File: src/rtl/adc_capture_sequencer_if.sv
// adc_capture_sequencer_if
// Groups the storage-FIFO read port and the UART transmit write port that the
// capture sequencer drives.
//   FifoNotEmpty   : FIFO has data
//   FifoData       : FIFO read data, valid the cycle after FifoReadEnable
//   FifoReadEnable : one-cycle FIFO pop
//   TxData         : byte to the UART
//   TxWrite        : one-cycle UART write strobe
//   TxBusy         : UART is shifting
// Modports: master = sequencer side, slave = FIFO/UART side.
interface adc_capture_sequencer_if;
  logic       FifoNotEmpty;
  logic [7:0] FifoData;
  logic       FifoReadEnable;
  logic [7:0] TxData;
  logic       TxWrite;
  logic       TxBusy;

  modport master (
    input  FifoNotEmpty, FifoData, TxBusy,
    output FifoReadEnable, TxData, TxWrite
  );

  modport slave (
    output FifoNotEmpty, FifoData, TxBusy,
    input  FifoReadEnable, TxData, TxWrite
  );
endinterface

File: src/rtl/adc_capture_sequencer.sv
// adc_capture_sequencer
// Sequences one ADC capture: arm, fire the FIFO trigger, drain SAMPLE_COUNT
// bytes from the storage FIFO and frame them as header / data / checksum on the
// UART transmit port.
// Ports:
//   Clock        : system clock, rising edge
//   Reset        : synchronous, active-high
//   Arm          : start request, honoured in idle only
//   ForceTrigger : software trigger, honoured when armed only
//   ExtTrigger   : external trigger level, rising edge triggers when armed
//   TriggerOut   : one-cycle pulse to the storage FIFO trigger input
//   Busy         : high in every state except idle
//   Done         : one-cycle pulse when the footer is written
//   TimeoutFlag  : sticky FIFO-starvation flag, cleared by the next accepted Arm
//   bus          : FIFO read / UART write port (master side)
// All outputs are registered.
module adc_capture_sequencer #(
  parameter int unsigned SAMPLE_COUNT   = 1024,
  parameter int unsigned TIMEOUT_CYCLES = 1000000,
  parameter logic [7:0]  HEADER_BYTE    = 8'hA5
) (
  input  logic                           Clock,
  input  logic                           Reset,
  input  logic                           Arm,
  input  logic                           ForceTrigger,
  input  logic                           ExtTrigger,
  output logic                           TriggerOut,
  output logic                           Busy,
  output logic                           Done,
  output logic                           TimeoutFlag,
  adc_capture_sequencer_if.master        bus
);

  localparam int unsigned ToW = $clog2(TIMEOUT_CYCLES + 1);

  typedef enum logic [3:0] {
    StIdle, StArmed, StFire, StHeader, StPop, StLatch, StSend, StFooter, StDone
  } stateType;

  stateType       stateQ, stateD;
  logic           extPrevQ;
  logic [15:0]    byteCntQ, byteCntD;
  logic [7:0]     checksumQ, checksumD;
  logic [ToW-1:0] toCntQ, toCntD;
  logic           timeoutQ, timeoutD;
  logic [7:0]     txDataQ, txDataD;
  logic           txWriteQ, txWriteD;
  logic           fifoReadQ, fifoReadD;
  logic           triggerQ, busyQ, doneQ;

  logic           txReady;
  logic           extEdge;
  logic [16:0]    byteCntInc;

  always_comb begin
    stateD     = stateQ;
    byteCntD   = byteCntQ;
    checksumD  = checksumQ;
    toCntD     = toCntQ;
    timeoutD   = timeoutQ;
    txDataD    = txDataQ;
    txWriteD   = 1'b0;
    fifoReadD  = 1'b0;
    // TxBusy may lag our TxWrite by a cycle, so the write cycle itself counts as busy.
    txReady    = !bus.TxBusy && !txWriteQ;
    extEdge    = ExtTrigger && !extPrevQ;
    byteCntInc = {1'b0, byteCntQ} + 17'd1;

    unique case (stateQ)
      StIdle: begin
        if (Arm) begin
          stateD    = StArmed;
          timeoutD  = 1'b0;
          byteCntD  = '0;
          checksumD = '0;
        end
      end
      StArmed: begin
        if (ForceTrigger || extEdge) stateD = StFire;
      end
      StFire: stateD = StHeader;
      StHeader: begin
        if (txReady) begin
          txDataD  = HEADER_BYTE;
          txWriteD = 1'b1;
          toCntD   = '0;
          stateD   = StPop;
        end
      end
      StPop: begin
        if (bus.FifoNotEmpty && txReady) begin
          fifoReadD = 1'b1;
          stateD    = StLatch;
        end else if (!bus.FifoNotEmpty) begin
          if (toCntQ == ToW'(TIMEOUT_CYCLES - 1)) begin
            timeoutD = 1'b1;
            stateD   = StIdle;
          end else begin
            toCntD = toCntQ + ToW'(1);
          end
        end
      end
      // The registered pop lands at the end of this cycle; data is valid in StSend.
      StLatch: stateD = StSend;
      StSend: begin
        txDataD   = bus.FifoData;
        txWriteD  = 1'b1;
        checksumD = checksumQ + bus.FifoData;
        byteCntD  = byteCntInc[15:0];
        toCntD    = '0;
        stateD    = (byteCntInc < 17'(SAMPLE_COUNT)) ? StPop : StFooter;
      end
      StFooter: begin
        if (txReady) begin
          txDataD  = checksumQ;
          txWriteD = 1'b1;
          stateD   = StDone;
        end
      end
      StDone:  stateD = StIdle;
      default: stateD = StIdle;
    endcase
  end

  always_ff @(posedge Clock) begin
    // Edge detector runs every cycle so a level already high at arm time is not an edge.
    extPrevQ <= ExtTrigger;
    if (Reset) begin
      stateQ    <= StIdle;
      byteCntQ  <= '0;
      checksumQ <= '0;
      toCntQ    <= '0;
      timeoutQ  <= 1'b0;
      txDataQ   <= '0;
      txWriteQ  <= 1'b0;
      fifoReadQ <= 1'b0;
      triggerQ  <= 1'b0;
      busyQ     <= 1'b0;
      doneQ     <= 1'b0;
    end else begin
      stateQ    <= stateD;
      byteCntQ  <= byteCntD;
      checksumQ <= checksumD;
      toCntQ    <= toCntD;
      timeoutQ  <= timeoutD;
      txDataQ   <= txDataD;
      txWriteQ  <= txWriteD;
      fifoReadQ <= fifoReadD;
      triggerQ  <= (stateD == StFire);
      busyQ     <= (stateD != StIdle);
      doneQ     <= (stateD == StDone);
    end
  end

  assign TriggerOut         = triggerQ;
  assign Busy               = busyQ;
  assign Done               = doneQ;
  assign TimeoutFlag        = timeoutQ;
  assign bus.TxData         = txDataQ;
  assign bus.TxWrite        = txWriteQ;
  assign bus.FifoReadEnable = fifoReadQ;

endmodule
File: src/flat_wrapper.sv
// flat-port wrapper written by rule: the top's interface ports become plain ports
module adc_capture_sequencer_flat 
#(
  parameter int unsigned SAMPLE_COUNT   = 1024,
  parameter int unsigned TIMEOUT_CYCLES = 1000000,
  parameter logic [7:0]  HEADER_BYTE    = 8'hA5
)
  (Clock, Reset, Arm, ForceTrigger, ExtTrigger, TriggerOut, Busy, Done, TimeoutFlag, bus_FifoNotEmpty, bus_FifoData, bus_TxBusy, bus_FifoReadEnable, bus_TxData, bus_TxWrite);
  adc_capture_sequencer_if bus_i ();
  input  logic Clock;
  input  logic Reset;
  input  logic Arm;
  input  logic ForceTrigger;
  input  logic ExtTrigger;
  output logic TriggerOut;
  output logic Busy;
  output logic Done;
  output logic TimeoutFlag;
  input wire logic [$bits(bus_i.FifoNotEmpty)-1:0] bus_FifoNotEmpty;
  input wire logic [$bits(bus_i.FifoData)-1:0] bus_FifoData;
  input wire logic [$bits(bus_i.TxBusy)-1:0] bus_TxBusy;
  output wire logic [$bits(bus_i.FifoReadEnable)-1:0] bus_FifoReadEnable;
  output wire logic [$bits(bus_i.TxData)-1:0] bus_TxData;
  output wire logic [$bits(bus_i.TxWrite)-1:0] bus_TxWrite;
  assign bus_i.FifoNotEmpty = bus_FifoNotEmpty;
  assign bus_i.FifoData = bus_FifoData;
  assign bus_i.TxBusy = bus_TxBusy;
  assign bus_FifoReadEnable = bus_i.FifoReadEnable;
  assign bus_TxData = bus_i.TxData;
  assign bus_TxWrite = bus_i.TxWrite;
  adc_capture_sequencer #(.SAMPLE_COUNT(SAMPLE_COUNT), .TIMEOUT_CYCLES(TIMEOUT_CYCLES), .HEADER_BYTE(HEADER_BYTE)) u_core (.Clock(Clock), .Reset(Reset), .Arm(Arm), .ForceTrigger(ForceTrigger), .ExtTrigger(ExtTrigger), .TriggerOut(TriggerOut), .Busy(Busy), .Done(Done), .TimeoutFlag(TimeoutFlag), .bus(bus_i));
endmodule
File: config.mk
export PLATFORM = sky130hd
export DESIGN_NAME = adc_capture_sequencer_flat
export DESIGN_NICKNAME = d
export VERILOG_FILES = /design/src/rtl/adc_capture_sequencer_if.sv /design/src/rtl/adc_capture_sequencer.sv /design/src/flat_wrapper.sv
export SDC_FILE = /design/constraint.sdc
export NUM_CORES = 1
export LEC_CHECK = 0
export CAP_MARGIN = 15
export CORE_UTILIZATION = 50
export CTS_BUF_LIST = sky130_fd_sc_hd__clkbuf_2
export DETAILED_ROUTE_END_ITERATION = 10
export PLACE_DENSITY_LB_ADDON = 0.12
export SYNTH_ARGS = -nofsm -noshare
export SYNTH_HDL_FRONTEND = slang
export SYNTH_SLANG_ARGS = --single-unit
export TNS_END_PERCENT = 5
File: constraint.sdc
create_clock -name Clock -period 2.5 [get_ports Clock]
set_clock_uncertainty 0.05 [all_clocks]
set_input_delay 0.25 -clock Clock [delete_from_list [all_inputs] [get_ports Clock]]
set_output_delay 0.25 -clock Clock [all_outputs]
set_load 0.01 [all_outputs]
==> results of run 1 <==
[final cells by class]
cell class / instances / area, µm² / area share
repair buffers: 41 / 377.9 / 0.09379
clock inverters: 5 / 72.57 / 0.01801
inverters: 9 / 33.78 / 0.008385
clock buffers: 11 / 55.05 / 0.01366
flip-flops and latches: 63 / 1261 / 0.3130
multi-input cells: 331 / 2108 / 0.5233
well taps: 96 / 120.1 / 0.02981
[power by group through the flow]
stage               registers [mW]  clock network, mW  logic [mW]
global route                  1.03              0.755       0.214
detailed placement            1.05                  0       0.190
CTS                           1.03              0.707       0.191
finish                        1.03              0.690       0.191
floorplan                     1.05                  0       0.121
global placement              1.05                  0       0.189
[layout by cell type (no fill, tap or decap), types with 8 or more instances in the layout]
cell and n:
a21oi_1 47, a31oi_1 8, buf_4 13, clkbuf_2 11, clkdlybuf4s50_1 28, dfxtp_1 63
ha_1 9, inv_1 9, nand2_1 35, nand3_1 21, nand4_1 9, nor2_1 31
nor3_1 11, o21ai_0 13, o31ai_1 14, or3_1 17, or4_1 14
[routing by layer]
layer / part of all wire / vias to the layer above / GRT usage
li1: - / 1681 / -
met1: 0.46 / 1609 / 0.2792
met2: 0.50 / 57 / 0.4221
met3: 0.030 / 9 / 0.06160
met4: 0.012 / 0 / 0.07424
met5: 0 / - / 0
[worst paths after layout]
check,from,to,depth (start not counted)
max,u_core.stateQ[0],u_core.byteCntQ[12],6
min,ExtTrigger,u_core.extPrevQ,1
max reg2reg,u_core.stateQ[0],u_core.byteCntQ[12],6
min reg2reg,u_core.bus.TxData[6],u_core.bus.TxData[6],2
[logic make-up (layout without fill, tap and decap cells)]
kind of cell / count (synthesis) / count (layout) / share of synthesized area
muxes: 9 / 9 / 0.02618
and+or+nand+nor: 192 / 192 / 0.3081
AOI/OAI and AO/OA: 113 / 113 / 0.2069
DFF: 63 / 63 / 0.3566
xor gates and xnor gates: 7 / 7 / 0.01733
buffers and inverters: 37 / 66 / 0.04740
adders and majority gates: 10 / 10 / 0.03750
[through the flow]
stage	setup slack, ns	total power [mW]	util
final	0.2371	1.912	0.5897
after global placement	0.06183	1.241	0.5711
after CTS	0.2615	1.929	0.5897
after global routing	0.1201	2.003	0.5897
after floorplan	0.5708	1.167	-
after detailed placement	0.09040	1.242	0.5711
[worst reg2reg max path: stages (launching register included)]
cell and delay (ns):
dfxtp_1 0.58, buf_4 0.29, nor4_1 0.08, buf_4 0.16
a21oi_1 0.67, a21oi_1 0.10, a211oi_1 0.27
[flip-flops by register name (all words and copies together) (netlist names)]
register	cells
u_core.toCntQ	20
u_core.stateQ	4
u_core.Done	1
u_core.Busy	1
u_core.byteCntQ	16
u_core.checksumQ	8
u_core.TimeoutFlag	1
u_core.bus.TxData	8
u_core.extPrevQ	1
u_core.TriggerOut	1
u_core.bus.TxWrite	1
u_core.bus.FifoReadEnable	1
==> reports/qor.csv, run 1 <==
metric,value,unit
average footprint of a synthesized cell,8.207,µm²
post_cts resized,0,
shortest period the worst path allows,2.263,ns
HPWL after detailed placement,5773,µm
RSZ-0062 raised after global routing,no,
total number of vias,3356,
number of instances in the placed design,540,
depth of the CTS H-tree,3,
ANT cells,0,
residual antenna-violating net count after detailed routing,0,
critical path required time,2.85,ns
number of global-route vias before repair,3090,
effective utilization at floorplan,0.5178,
synthesis warning total,0,
NumNets Final,480,
CTS max path bufs,2,
sequential share of power,0.539,
share of flip-flops with an asynchronous set or reset after synthesis,0,
highest net fanout along the worst path,14,
static leakage power,1.283,nW
design area,4029,µm²
wire length of the first global-routing pass,14180,µm
global router's overall resource usage,0.2379,
maximum number of pins on one net before global-route repair,37,
leading cell types by count after synthesis,"63 x dfxtp_1, 47 x a21oi_1, 35 x nand2_1",
reg2reg setup slack,0.24,ns
die boundary height,86.11,µm
critical path buffer and inverter count,2,
most frequent cell after synthesis,dfxtp_1,
fraction of power spent switching nets,0.2501,
total number of clock tree sinks,63,
"IR drop worst, VDD",0.2371,mV
largest cells by area after synthesis,"dfxtp_1 36%, a21oi_1 6.7%, nand2_1 3.7%",
post-route fraction of the period consumed by the critical path,0.9052,
clock transition time at the flip-flop clock pins of the worst setup and hold paths,0.16,ns
total wire length,8309,µm
flip-flop and latch count after synthesis,63,
Syn Nets,456,
Starting DRT DRC Count,138,
clock share of power,0.361,
Crit-path slowest cell,a21oi_1,
area of the core,6832,µm²
area growth from synthesis to final layout,13.90,%
"count of placed standard cells in the final layout, fillers left out",556,
hold bufs inserted after CTS,0,
count of final max-slew check failures,0,
share of final-layout standard cells stronger than drive strength 1,0.08043,
quantity of I/O buffers inserted on ports,28,
number of placement rows,30,
DRC violations left,0,
kind of cell with the highest combined delay on the critical path,compound AO/OA/AOI/OAI gates,
netlist area before placement,3537,µm²
area share of the largest cell type after synthesis,0.3566,
routability cong.,0.8692,
largest area contributor in the synthesized netlist,dfxtp_1,
area of the die,7415,µm²
Maximum Capacitance Violations,0,
average vias per placed instance,6.036,
post-placement cell area,3901,µm²
die width,86.11,µm
capturing element type of the critical path,register,
Worst slew margin,0.4420,
"Setup violations, final",0,
Psw,0.4783,mW
antenna violations before repair,0,
startpoint types,register,
final hold slack,0.1802,ns
maximum achievable frequency,441.9,MHz
run status,completed,
overall overflow remaining after global route,0,
power per cell area,474.7,nW/µm²
largest stage delay on the critical path,0.67,ns
fraction of power consumed by combinational cells,0.100,
number of detailed-route iterations in the first pass,4,
Final Hold Fails,0,
cell breakdown of the critical path,buf_4 -> nor4_1 -> buf_4 -> a21oi_1 -> a21oi_1 -> a211oi_1,
Post-CTS Repair Setup Buffers,0,
"EDFF count, synth",0,
type of the worst setup path,reg -> reg,
pin slew with the least headroom to its limit,0.8371,ns
post-synthesis cell type count,63,
portion of the post-synthesis area used by sequential elements,0.3566,
Int Pwr,1.434,mW
Root Buffer Master,clkbuf_2,
mean routed wirelength per cell,14.94,µm
data arrival time of the critical path,2.62,ns
"Primary FF master, synth",dfxtp_1,
clock tree from TritonCTS,yes,
I/O pin count,29,
fill cell count,640,
number of standard cells after synthesis,431,
post-route setup TNS,0,ns
insertion delay of the later-clocked pin in the worst-skew pair,0.49,ns
class of the worst hold path,in -> reg,
TritonCTS buffer count,9,
Note: power is estimated with default switching activity, not from simulation.
==> run 2: changes to the inputs <==
clock period = 2 ns   (was 2.5 ns; I/O delays follow)
==> reports/qor.csv, run 2 (synthesized netlist as in run 1, its figures left out) <==
metric,value,unit,change
I/O pin count,29,,unchanged
cell breakdown of the critical path,buf_4 -> and3b_1 -> a211oi_2 -> buf_4 -> nand4b_1 -> buf_4 -> or3_1 -> a21oi_1,,was buf_4 -> nor4_1 -> buf_4 -> a21oi_1 -> a21oi_1 -> a211oi_1
"commonest cells after routing, fill and taps aside","65 x buf_4, 56 x dfxtp_1, 44 x a21oi_1, 35 x nand2_1, 30 x nor2_1",,"was 63 x dfxtp_1, 47 x a21oi_1, 35 x nand2_1, 31 x nor2_1, 28 x clkdlybuf4s50_1"
maximum achievable frequency,503.8,MHz,was 441.9 MHz
Finished Core Util,0.6590,,was 0.5897
total number of clock tree sinks,63,,unchanged
DRC violations left,0,,unchanged
final total power,2.190,mW,was 1.912 mW
NumNets Final,535,,was 480
kind of cell with the highest combined delay on the critical path,simple AND/OR/NAND/NOR gates,,was compound AO/OA/AOI/OAI gates
library cell appearing most often on the critical path,buf_4,,
area of the die,7415,µm²,unchanged
most frequent standard cell in the layout excluding fill and tap cells,buf_4,,was dfxtp_1
maximum number of pins on one net before global-route repair,44,,was 37
clock transition time at the flip-flop clock pins of the worst setup and hold paths,0.16,ns,about the same
"flip-flop count of the largest register, all copies and words added",20,,unchanged
"IR drop worst, VDD",0.2960,mV,was 0.2371 mV
data arrival time of the critical path,2.35,ns,was 2.62 ns
static leakage power,1.552,nW,was 1.283 nW
wire length of the first global-routing pass,15170,µm,was 14180 µm
class of the worst hold path,in -> reg,,unchanged
area growth from synthesis to final layout,27.27,%,was 13.90%
die width,86.11,µm,unchanged
Final Hold Fails,0,,unchanged
Root Buffer Master,clkbuf_2,,unchanged
count of final max-slew check failures,0,,unchanged
number of placement rows,30,,unchanged
routability cong.,0.8080,,was 0.8692
Starting DRT DRC Count,130,,was 138
ANT cells,0,,unchanged
run status,completed,,unchanged
post-route fraction of the period consumed by the critical path,0.9925,,was 0.9052
insertion delay of the later-clocked pin in the worst-skew pair,0.49,ns,about the same
type of the worst setup path,reg -> reg,,unchanged
global router's overall resource usage,0.2541,,was 0.2379
depth of the CTS H-tree,3,,unchanged
area of the core,6832,µm²,unchanged
reg2reg setup slack,0.01,ns,was 0.24 ns
shortest period the worst path allows,1.985,ns,was 2.263 ns
antenna violations before repair,0,,unchanged
total number of vias,3573,,was 3356
Worst slew margin,0.6227,,was 0.4420
number of global-route vias before repair,3358,,was 3090
power per cell area,486.4,nW/µm²,was 474.7 nW/µm²
RSZ-0062 raised after global routing,yes,,was no
clock tree from TritonCTS,yes,,unchanged
pin slew with the least headroom to its limit,0.5516,ns,was 0.8371 ns
CTS max path bufs,2,,unchanged
overall overflow remaining after global route,0,,unchanged
pre-CTS worst setup slack,-0.2555,ns,was 0.09040 ns
quantity of I/O buffers inserted on ports,28,,unchanged
critical path buffer and inverter count,3,,was 2
residual antenna-violating net count after detailed routing,0,,unchanged
Crit-path slowest cell,dfxtp_4,,was a21oi_1
TritonCTS buffer count,9,,unchanged
total wire length,9001,µm,was 8309 µm
largest stage delay on the critical path,0.39,ns,was 0.67 ns
HPWL after detailed placement,6555,µm,was 5773 µm
Regs by FF count,"u_core.toCntQ: 20 flops, u_core.byteCntQ: 16 flops",,unchanged
critical path required time,2.37,ns,was 2.85 ns
Maximum Capacitance Violations,0,,unchanged
Reg with most FFs,u_core.toCntQ,,unchanged
highest net fanout along the worst path,7,,was 14
share of final-layout standard cells stronger than drive strength 1,0.2140,,was 0.08043
final worst-path setup slack,0.01499,ns,was 0.2371 ns
startpoint types,register,,unchanged
"Setup violations, final",0,,unchanged
fill cell count,617,,was 640
capturing element type of the critical path,register,,unchanged
die boundary height,86.11,µm,unchanged
number of detailed-route iterations in the first pass,4,,unchanged
average vias per placed instance,5.857,,was 6.036
effective utilization at floorplan,0.5178,,unchanged
mean routed wirelength per cell,14.76,µm,was 14.94 µm
[run 2: cell types whose count changed in the layout (fill, tap and decap cells not counted), moves of 3 or more]
cell and change:
buf_4 +52, dfxtp_1 -7, dfxtp_2 +6, a21oi_1 -3
buf_12 +3, a21oi_2 +3
[run 2: worst paths after layout]
kind | from | endpoint | cells after the start
setup / recovery | u_core.stateQ[0] | u_core.toCntQ[9] | 8
hold / removal | ExtTrigger | u_core.extPrevQ | 1
setup reg to reg | u_core.stateQ[0] | u_core.toCntQ[9] | 8
hold reg to reg | u_core.bus.TxData[3] | u_core.bus.TxData[3] | 2
[run 2: cell type report]
type,count,area [µm²],area share
multi-input cells,331,2176,0.4833
clock buffers,12,60.06,0.01334
flip-flops and latches,63,1272,0.2827
well taps,96,120.1,0.02668
inverters,9,33.78,0.007504
repair buffers,96,828.3,0.1840
clock inverters,3,11.26,0.002501
[run 2: report_power, final]
group	internal [mW]	switching, mW	leakage, nW
Sequential	1.27	0.0115	0.512
Combinational	0.158	0.157	0.985
Clock	0.162	0.431	0.0545
Total	1.59	0.599	1.55
[run 2: through the flow]
stage               instances  hold WS (ns)  instance area [µm²]  setup TNS, ns
floorplan                 431        0.1777                 3537              0
global placement          592        0.3936                 4329         -4.439
detailed placement        592        0.4038                 4329         -5.462
CTS                       608       0.09541                 4419              0
global route              610       0.07777                 4502        -0.4201
finish                    610        0.1189                 4502              0
[run 2: what timing repair did]
item	4_1_cts	5_1_grt
gates resized for setup	4	20
hold buffers	0	0
endpoints found under the hold margin	0	0
setup buffers	1	2
pin swaps	2	6
endpoints found under the setup margin	11	26
[run 2: metal layers]
| layer | up-vias | track usage | share of wire |
|---|---|---|---|
| met3 | 8 | 0.05582 | 0.035 |
| met5 | - | 0 | 0 |
| met1 | 1712 | 0.2988 | 0.43 |
| met2 | 57 | 0.4661 | 0.52 |
| met4 | 0 | 0.06212 | 0.0094 |
| li1 | 1796 | - | - |
